$ cat src/rtl/hazard3_fetch_align_buf.sv
// hazard3_fetch_align_buf
//
// Halfword-granular alignment buffer between the instruction fetch bus and
// the compressed-instruction expander. Naturally aligned 32-bit fetch words
// are split into halfwords and appended to a shift-down queue. The two oldest
// halfwords are presented as a 32-bit window, so any instruction, including
// a 32-bit one straddling a word boundary, always starts at bit 0.
//
// Optional feature macro: HAZARD3_ALIGN_BUF_ERR_EN
//   When defined, each halfword carries a bus-error flag (fetch_err in,
//   cir_err out). When undefined, those ports and the flag storage are absent.
//
// Ports:
//   clk             in   clock
//   rst_n           in   asynchronous active-low reset
//   fetch_data      in   32-bit naturally aligned fetch word
//   fetch_valid     in   fetch_data valid this cycle
//   fetch_ready     out  a word can be accepted this cycle
//   fetch_err       in   bus error on this word (ERR_EN only)
//   flush           in   redirect: discard everything buffered / in flight
//   flush_hw_offset in   bit 1 of the redirect target
//   cir             out  halfword 0 at [15:0], halfword 1 at [31:16]
//   cir_vld         out  valid halfwords in cir (0..2)
//   cir_use         in   halfwords consumed this cycle (clamped to cir_vld)
//   cir_err         out  per-halfword error flags (ERR_EN only)
//   cir_instr_rdy   out  cir holds one complete instruction

module hazard3_fetch_align_buf #(
  parameter int DEPTH_HW = 6
) (
  input  logic        clk,
  input  logic        rst_n,
  input  logic [31:0] fetch_data,
  input  logic        fetch_valid,
`ifdef HAZARD3_ALIGN_BUF_ERR_EN
  input  logic        fetch_err,
`endif
  output logic        fetch_ready,
  input  logic        flush,
  input  logic        flush_hw_offset,
  output logic [31:0] cir,
  output logic [1:0]  cir_vld,
  input  logic [1:0]  cir_use,
`ifdef HAZARD3_ALIGN_BUF_ERR_EN
  output logic [1:0]  cir_err,
`endif
  output logic        cir_instr_rdy
);

  // Queue storage: entry 0 is the oldest halfword.
  logic [15:0] hw_r [DEPTH_HW];
  logic [3:0]  level_r;
  logic        drop_low_r;

  // Queue extended with two zero entries so a shift by 2 never indexes
  // past the end of the array.
  logic [15:0] hw_ext_s   [DEPTH_HW+2];
  logic [15:0] hw_shift_s [DEPTH_HW];
  logic [15:0] hw_next_s  [DEPTH_HW];

  logic [1:0]  cir_vld_s;
  logic [1:0]  use_eff_s;
  logic        push_s;
  logic [3:0]  push_hw_s;
  logic [3:0]  base_s;
  logic [3:0]  level_next_s;
  logic        drop_low_next_s;

  // Ready depends on registered level only: no path from cir_use.
  assign fetch_ready = (level_r <= 4'(DEPTH_HW - 2));

  assign cir_vld_s = (level_r >= 4'd2) ? 2'd2 : level_r[1:0];
  assign cir_vld   = cir_vld_s;

  // Invalid halfwords of the window read as zero.
  assign cir[15:0]  = (cir_vld_s != 2'd0) ? hw_r[0] : 16'd0;
  assign cir[31:16] = (cir_vld_s == 2'd2) ? hw_r[1] : 16'd0;

  // A lone halfword is a complete instruction only if it is compressed.
  assign cir_instr_rdy = (cir_vld_s == 2'd2) ||
                         ((cir_vld_s == 2'd1) && (hw_r[0][1:0] != 2'b11));

  // Clamp consumption to the number of valid halfwords, compute push size.
  always_comb begin
    if (cir_use > cir_vld_s) begin
      use_eff_s = cir_vld_s;
    end else begin
      use_eff_s = cir_use;
    end
    push_s    = fetch_valid && fetch_ready && !flush;
    push_hw_s = drop_low_r ? 4'd1 : 4'd2;
    base_s    = level_r - {2'b00, use_eff_s};
  end

  // Next level and next drop_low state; flush dominates pop and push.
  always_comb begin
    if (flush) begin
      level_next_s    = 4'd0;
      drop_low_next_s = flush_hw_offset;
    end else if (push_s) begin
      level_next_s    = base_s + push_hw_s;
      drop_low_next_s = 1'b0;
    end else begin
      level_next_s    = base_s;
      drop_low_next_s = drop_low_r;
    end
  end

  // Build the zero-extended view of the queue.
  always_comb begin
    for (int i = 0; i < DEPTH_HW; i++) begin
      hw_ext_s[i] = hw_r[i];
    end
    hw_ext_s[DEPTH_HW]   = 16'd0;
    hw_ext_s[DEPTH_HW+1] = 16'd0;
  end

  // Shift down by the consumed count, then land new halfwords at base_s.
  always_comb begin
    for (int i = 0; i < DEPTH_HW; i++) begin
      case (use_eff_s)
        2'd0:    hw_shift_s[i] = hw_ext_s[i];
        2'd1:    hw_shift_s[i] = hw_ext_s[i+1];
        2'd2:    hw_shift_s[i] = hw_ext_s[i+2];
        default: hw_shift_s[i] = hw_ext_s[i];
      endcase
      if (push_s && (base_s == 4'(i))) begin
        hw_next_s[i] = drop_low_r ? fetch_data[31:16] : fetch_data[15:0];
      end else if (push_s && !drop_low_r && ((base_s + 4'd1) == 4'(i))) begin
        hw_next_s[i] = fetch_data[31:16];
      end else begin
        hw_next_s[i] = hw_shift_s[i];
      end
    end
  end

  // Queue state registers.
  always_ff @(posedge clk or negedge rst_n) begin
    if (!rst_n) begin
      level_r    <= 4'd0;
      drop_low_r <= 1'b0;
      for (int i = 0; i < DEPTH_HW; i++) begin
        hw_r[i] <= 16'd0;
      end
    end else begin
      level_r    <= level_next_s;
      drop_low_r <= drop_low_next_s;
      for (int i = 0; i < DEPTH_HW; i++) begin
        hw_r[i] <= hw_next_s[i];
      end
    end
  end

`ifdef HAZARD3_ALIGN_BUF_ERR_EN
  // Error flags move in lockstep with the halfword data.
  logic err_r      [DEPTH_HW];
  logic err_ext_s  [DEPTH_HW+2];
  logic err_next_s [DEPTH_HW];

  assign cir_err[0] = (cir_vld_s != 2'd0) ? err_r[0] : 1'b0;
  assign cir_err[1] = (cir_vld_s == 2'd2) ? err_r[1] : 1'b0;

  // Zero-extended view of the error flags.
  always_comb begin
    for (int i = 0; i < DEPTH_HW; i++) begin
      err_ext_s[i] = err_r[i];
    end
    err_ext_s[DEPTH_HW]   = 1'b0;
    err_ext_s[DEPTH_HW+1] = 1'b0;
  end

  // Shift and land error flags exactly like the data.
  always_comb begin
    for (int i = 0; i < DEPTH_HW; i++) begin
      if (push_s && (base_s == 4'(i))) begin
        err_next_s[i] = fetch_err;
      end else if (push_s && !drop_low_r && ((base_s + 4'd1) == 4'(i))) begin
        err_next_s[i] = fetch_err;
      end else begin
        case (use_eff_s)
          2'd0:    err_next_s[i] = err_ext_s[i];
          2'd1:    err_next_s[i] = err_ext_s[i+1];
          2'd2:    err_next_s[i] = err_ext_s[i+2];
          default: err_next_s[i] = err_ext_s[i];
        endcase
      end
    end
  end

  // Error flag registers.
  always_ff @(posedge clk or negedge rst_n) begin
    if (!rst_n) begin
      for (int i = 0; i < DEPTH_HW; i++) begin
        err_r[i] <= 1'b0;
      end
    end else begin
      for (int i = 0; i < DEPTH_HW; i++) begin
        err_r[i] <= err_next_s[i];
      end
    end
  end
`endif

endmodule

$ cat config.mk
export PLATFORM = sky130hd
export DESIGN_NAME = hazard3_fetch_align_buf
export DESIGN_NICKNAME = d
export VERILOG_FILES = /design/src/rtl/hazard3_fetch_align_buf.sv
export SDC_FILE = /design/constraint.sdc
export NUM_CORES = 1
export LEC_CHECK = 0
export ABC_AREA = 1
export CAP_MARGIN = 10
export CORE_AREA = 5 5 130 132
export CTS_BUF_LIST = sky130_fd_sc_hd__clkbuf_4 sky130_fd_sc_hd__clkbuf_8 sky130_fd_sc_hd__clkbuf_16
export DETAILED_ROUTE_END_ITERATION = 16
export DIE_AREA = 0 0 135 137
export GPL_ROUTABILITY_DRIVEN = 0
export PLACE_DENSITY = 0.74
export SLEW_MARGIN = 20
export SYNTH_ARGS = -nofsm -noshare
export SYNTH_HDL_FRONTEND = slang
export SYNTH_SLANG_ARGS = --single-unit
export TNS_END_PERCENT = 50
$ cat constraint.sdc
create_clock -name clk -period 7.9 [get_ports clk]
set_input_delay 1.58 -clock clk [delete_from_list [all_inputs] [get_ports clk]]
set_output_delay 1.58 -clock clk [all_outputs]
set_load 0.005 [all_outputs]
==> summary.md, run 1 <==
| Metric | Value |
|---|---|
| First-pass GRT wire length | around 42,000 µm |
| CTS-repair resized insts | 0 |
| Die width | 135 µm |
| Most frequent cells after synthesis | nand2_1 (508), nand3_1 (187), inv_1 (128), dfrtp_1 (101), o21ai_0 (90) |
| Drt wl/cell | 17.1 µm |
| GR Util All Layers | ~28% |
| First DRT Iteration DRCs | around 1,200 |
| Net Sw Power | roughly 1.9 mW |
| Post-synth EDFFs | 0 |
| Cell area after synthesis | approximately 7900 µm² |
| Final WS setup | about 2.4 ns |
| Largest net degree at the start of global routing | between 70 and 80 |
| # Max-Cap Violations | 0 |
| Combinational Power Share | 64.5% |
| Fin crit period | 5.52 ns |
| CP max FO | 29 |
| Final WL | between 20,000 and 30,000 µm |
| Vias in the first global route | between 7,000 and 8,000 |
| Syn avg cell area | 6.27 µm² |
| Post-CTS setup buffer count | 0 |
| Pre-antenna DRT Iters | 6 |
| Worst-Margin Slew | 1.12 ns |
| Yosys top cell by area | dfrtp_1 |
| Final critical-path share of the clock period | a little over two thirds |
| Vias per std cell | roughly 5.7 |
| Remaining antenna violation count | 0 |
| DR vias | between 8,000 and 9,000 |
| # clock sinks | between 100 and 150 |
| Switching Share | 54.0% |
| P_int | around 1.6 mW |
| PortBufs | 74 |
| FF+latch count, synth | 101 |
| Register area share after synthesis | between 30% and 40% |
| Worst Skew | 0.00959 ns |
| Max-slew violation count | 0 |
| Syn Nets | around 1,300 |
| Fraction of registers with async set/reset | 100% |
| CTS tree | done |
| Worst EP required | 8.19 ns |
| DP HPWL | 18,400 µm |
| Final net count | 1,326 |
| Initial Util | about half |
| Layout cell share with drive strength beyond 1 | under 10% |
| Dpl ws | ~2.1 ns |
| Slew HR | about 25% |
| Achievable clock frequency | about 180 MHz |
| Post-synth top area share | between 30% and 40% |
| Count leader, synth | nand2_1 |
| Core Box Area | approximately 16,000 µm² |
| Total gr overflow | 0 |
| Later-pin clock latency in the skew report | approximately 0.36 ns |
| Pwr dens | ~390 nW/µm² |
| Clock Path Buffers | 2 |
| Die area | 18,500 µm² |
| CTS buffer count | 9 |
| Clock network power share | 12.8% |
| Row count | 46 |
| RSZ-0062 raised after global routing | false |
| Post-synthesis cell count | 1,254 |
| Fin Setup TNS | 0 ns |
| Clk slew on worst S/H paths | 0.07 ns |
| Clock root cell | clkbuf_16 |
| Leak Pwr | 4.61 nW |
| Residual DRC | 0 |
| Synthesis-to-finish area growth | 12.5% |
| IO Pins | 75 |
| Final setup viols | 0 |
| Die height | about 140 µm |
| Top post-synthesis cells by area | dfrtp_1 (32%), nand2_1 (24%), nand3_1 (12%) |
| Worst VDD drop | around 0.00025 V |
| Status | finished clean |
| Hold crit path type | reg -> reg |
| Hold Vio Cnt, Final | 0 |
| Hold Buf Count CTS | 0 |
| Primary FF master, synth | dfrtp_1 |
| Netlist cell types | 34 |
| Crit. End Element | flop |
| CP Data Arrival Time | around 5.8 ns |
| Fillers | 1,593 |
| Critical path class | in -> reg |
| Startpoint Class | primary input |
| Synth Warn # | 0 |
| Antenna violations before repair | 0 |
| Flop pwr share | between 20% and 30% |
| H-tree depth | 3 |
| Diode count | 0 |
==> critical path: stages <==
cell	delay, ns
clkdlybuf4s50_1	0.43
ha_1	0.34
nor2_1	0.12
o22ai_1	0.10
o21ai_0	0.27
inv_1	0.11
ha_1	0.23
fa_1	0.63
inv_1	0.10
nand2_1	0.21
nor2_8	0.13
nand2_2	0.43
clkinv_1	0.57
a21oi_2	0.38
nand2_1	0.09
nand3_1	0.07
==> final cells by class <==
cell class,count,area [µm²],share of cell area [%]
multi-input cells,943,4440,50.2
flip-flops and latches,101,2530,28.5
repair buffers,85,821,9.27
inverters,136,510,5.76
well taps,216,270,3.05
clock buffers,12,260,2.94
clock inverters,4,22.5,0.254
==> registers in the layout, summed over array words and instances (netlist names) <==
signal	flops
level_r	4
hw_ext_s	96
drop_low_r	1
==> layer usage <==
| layer | wire length (µm) | track usage (%) | vias to the layer above |
|---|---|---|---|
| met3 | 2940 | 5.22 | 63 |
| met4 | 781 | 10.2 | 0 |
| met5 | 0 | 0 | - |
| li1 | - | - | 4058 |
| met1 | 10800 | 40.7 | 3834 |
| met2 | 11000 | 42.3 | 521 |
==> final timing paths <==
| check | start | endpoint | slack, ns | cells past startpoint |
|---|---|---|---|---|
| min in group asynchronous | rst_n | hw_ext_s[45] | 1.14 | 1 |
| max in group asynchronous | rst_n | hw_ext_s[110] | 5.49 | 2 |
| worst max-delay path | cir_use[1] | hw_ext_s[66] | 2.38 | 16 |
| worst min register to register | hw_ext_s[117] | hw_ext_s[117] | 0.48 | 2 |
| worst min-delay path | hw_ext_s[117] | hw_ext_s[117] | 0.48 | 2 |
| worst max register to register | level_r[2] | hw_ext_s[66] | 2.92 | 21 |
==> stage by stage <==
stage	area [µm²]	instances	total power [mW]	hold slack [ns]	util [%]
floorplan	7870	1254	2.40	0.449	-
global placement	8570	1481	2.92	0.464	55.0
detailed placement	8570	1481	2.95	0.466	55.0
CTS	8860	1497	3.40	0.486	56.8
global route	8860	1497	3.70	0.502	56.8
finish	8860	1497	3.43	0.484	56.8
==> power groups by stage <==
| stage | combinational [mW] | sequential (mW) | clock (mW) |
|---|---|---|---|
| 6_report | 2.21 | 0.776 | 0.440 |
| 5_1_grt | 2.45 | 0.792 | 0.463 |
| 4_1_cts | 2.18 | 0.774 | 0.444 |
| 3_5_place_dp | 2.17 | 0.782 | 0 |
| 3_3_place_gp | 2.14 | 0.778 | 0 |
| 2_1_floorplan | 1.65 | 0.752 | 0 |
==> layout by cell type, fill, tap and decap left out <==
cell and instances:
nand3b_1 1, nor3b_1 1, clkbuf_4 1, clkdlybuf4s50_1 73, a21oi_1 1, nand3_4 2
clkinv_2 3, clkbuf_8 2, clkinvlp_4 1, xnor2_2 1, o22ai_1 2, dfrtp_1 101
nand3_1 187, nand2_1 508, buf_4 12, o21ai_1 9, nand2_2 8, nand4_1 50
o21ai_2 2, nor3_1 2, inv_1 128, mux2i_1 16, nand2_4 1, a21oi_2 1
nand3_2 4, ha_1 8, inv_2 7, clkbuf_16 9, o21ai_0 89, nor2_2 6
clkinv_1 1, fa_1 2, nor2_4 2, nor2_8 3, nor2_1 35, nor3_2 1
ha_2 1
==> cells by family (layout without fill, tap and decap cells) <==
logic type / Yosys count / after routing / share of synthesized area [%]
XOR/XNOR: 1 / 1 / 0.207
flip-flops: 101 / 101 / 32.1
multiplexers: 16 / 16 / 2.04
AO/OA/AOI/OAI: 104 / 104 / 6.79
AND/OR/NAND/NOR: 811 / 811 / 45.5
buffers and inverters: 210 / 237 / 11.4
adder cells (fa/ha/maj): 11 / 11 / 1.94
(Power assumes the default switching activity.)
==> run 2: changes to the inputs <==
--- a/config.mk
+++ b/config.mk
@@ -12,7 +12,7 @@
 export DETAILED_ROUTE_END_ITERATION = 16
 export DIE_AREA = 0 0 135 137
 export GPL_ROUTABILITY_DRIVEN = 0
-export PLACE_DENSITY = 0.74
+export PLACE_DENSITY = 0.77
 export SLEW_MARGIN = 20
 export SYNTH_ARGS = -nofsm -noshare
 export SYNTH_HDL_FRONTEND = slang
==> constraint.sdc (replaced) <==
create_clock -name clk -period 4.7 [get_ports clk]
set_input_delay 0.94 -clock clk [delete_from_list [all_inputs] [get_ports clk]]
set_output_delay 0.94 -clock clk [all_outputs]
set_load 0.005 [all_outputs]
==> summary.md, run 2 (synthesis results as in run 1) <==
| Metric | Value |
|---|---|
| First DRT Iteration DRCs | a little over 1,000 |
| Final setup viols | 0 |
| Slowest stage delay, CP | around 0.55 ns |
| Post-route insts no fill | about 1,500 |
| CTS buffer count | 9 |
| Die width | roughly 140 µm |
| Worst Hold End | hw_ext_s[125] |
| R2r setup slk | between 0.4 and 0.5 ns |
| Antenna violations before repair | 0 |
| # Max-Cap Violations | 0 |
| Die height | 137 µm |
| Crit-path cells | clkdlybuf4s50_1 -> ha_1 -> nor2_1 -> o22ai_1 -> o21ai_0 -> inv_1 -> ha_1 -> fa_1 -> inv_1 -> nor2_1 -> nand3_1 -> nor2_2 -> inv_2 -> nand3_2 -> nand3_1 -> nand2_1 |
| Worst EP required | 4.94 ns |
| Hold crit path type | reg -> reg |
| Worst hold start | hw_ext_s[125] |
| H-tree depth | 3 |
| CP max FO | 33 |
| Achievable clock frequency | ~230 MHz |
| Crit. End Element | flop |
| Critical path's top delay family | adder cells |
| Slew HR | approximately 37% |
| Remaining antenna violation count | 0 |
| CTS tree | done |
| Worst VDD drop | 0.000322 V |
| Post-CTS setup buffer count | 0 |
| Fin crit period | roughly 4.3 ns |
| Status | finished clean |
| Critical path class | in -> reg |
| Final critical-path share of the clock period | 92.5% |
| Most frequent cells in the layout | nand2_1 (508), nand3_1 (187), inv_1 (128) |
| Max-slew violation count | 0 |
| Drt wl/cell | 16.6 µm |
| IO Pins | 75 |
| CTS-repair resized insts | 0 |
| GR Util All Layers | between 20 and 30% |
| Vias per std cell | around 5.6 |
| CP Data Arrival Time | ~4.6 ns |
| Worst Skew | around 0.012 ns |
| Vias in the first global route | ~7,600 |
| R2R Path End | hw_ext_s[100] |
| Critical Path Slowest Stage Cell | fa_1 |
| Fin Setup TNS | 0 ns |
| Worst-Margin Slew | approximately 0.94 ns |
| Clock root cell | clkbuf_16 |
| # clock sinks | approximately 100 |
| Startpoint Class | primary input |
| Core Box Area | 15,600 µm² |
| DP Cell Count | 1,506 |
| Initial Util | approximately 50% |
| Hold Buf Count CTS | 0 |
| Clk slew on worst S/H paths | ~0.070 ns |
| Pre-antenna DRT Iters | 6 |
| WP buf/inv | 4 |
| FF-to-FF path depth | 20 |
| Layout cell share with drive strength beyond 1 | ~7.0% |
| DP HPWL | between 15,000 and 20,000 µm |
| Diode count | 0 |
| Final WL | 25,300 µm |
| Hold Path Depth | 2 |
| Residual DRC | 0 |
| Die area | approximately 18,000 µm² |
| PortBufs | 74 |
| RSZ-0062 raised after global routing | false |
| Final net count | 1,351 |
| Largest register FFs | 96 |
| Later-pin clock latency in the skew report | 0.36 ns |
| First-pass GRT wire length | 41,100 µm |
| DR vias | ~8,500 |
| Clock Path Buffers | 2 |
| Synthesis-to-finish area growth | 15.3% |
| Pwr dens | between 600 and 700 nW/µm² |
| Worst r2r src | level_r[2] |
| Largest net degree at the start of global routing | 71 |
| Commonest non-fill, non-tap cell in the layout | nand2_1 |
| Fillers | 1,503 |
| Total gr overflow | 0 |
| Hold Vio Cnt, Final | 0 |
| Leak Pwr | roughly 4.7 nW |
| Row count | 46 |
[run 2: cell count changes in the layout (fill, tap and decap cells not counted), sizes merged]
cell	delta
clkinv	-2
clkbuf	-2
inv	+3
buf	+25
bufinv	+1
[run 2: worst max-delay path by stage]
stage                from            end  depth (start not counted)
2_1_floorplan  level_r[2]   hw_ext_s[41]                         20
3_3_place_gp   cir_use[1]  hw_ext_s[100]                         16
3_5_place_dp   cir_use[1]  hw_ext_s[100]                         16
4_1_cts        cir_use[1]  hw_ext_s[100]                         16
5_1_grt        cir_use[0]  hw_ext_s[100]                         18
6_report       cir_use[1]  hw_ext_s[100]                         16
[run 2: power by group]
group          switching (mW)  internal, mW  leakage (nW)
clock network           0.365         0.425         0.147
registers               0.169          1.14          1.38
logic                    2.59          1.24          3.21
total                    3.12          2.80          4.74
[run 2: worst reg2reg max path, cell delays in order, from the launching register on]
cell and delay (ns):
dfrtp_1 0.47, inv_2 0.10, nand2_1 0.08, nor2_1 0.13, inv_1 0.09, nor2_1 0.20
ha_1 0.27, inv_1 0.05, o22ai_1 0.09, o21ai_0 0.28, inv_1 0.10, ha_1 0.23
fa_1 0.55, inv_1 0.13, nor2_1 0.06, nand3_1 0.12, nor2_2 0.06, inv_2 0.43
nand3_2 0.44, nand3_1 0.24, nand2_1 0.06
[run 2: per-stage QoR]
stage                     hold WS (ns)  cell area, µm²  worst slack [ns]  utilization (%)  power (mW)
after floorplan                  0.449            7870             0.769                -        4.04
after global placement           0.464            8770             0.160             56.2        5.01
after detailed placement         0.466            8770            0.0545             56.2        5.07
after CTS                        0.484            9070             0.413             58.2        5.87
after global routing             0.505            9070            0.0578             58.2        6.41
final                            0.483            9070             0.351             58.2        5.93
[run 2: routing by layer]
metal | vias to the layer above | share of wire [%] | global-route usage [%] | wire (µm)
met4 | 0 | 2.7 | 9.46 | 693
met2 | 500 | 44 | 42.4 | 11100
met5 | - | 0 | 0 | 0
met1 | 3841 | 43 | 39.6 | 11000
met3 | 45 | 10 | 4.96 | 2580
li1 | 4102 | - | - | -
[run 2: cell type report]
type	count	area [µm²]	share of cell area [%]
well taps	216	270	2.98
clock inverters	6	68.8	0.758
inverters	136	510	5.63
repair buffers	110	1020	11.3
flip-flops and latches	101	2530	27.9
clock buffers	10	233	2.56
multi-input cells	943	4440	49.0
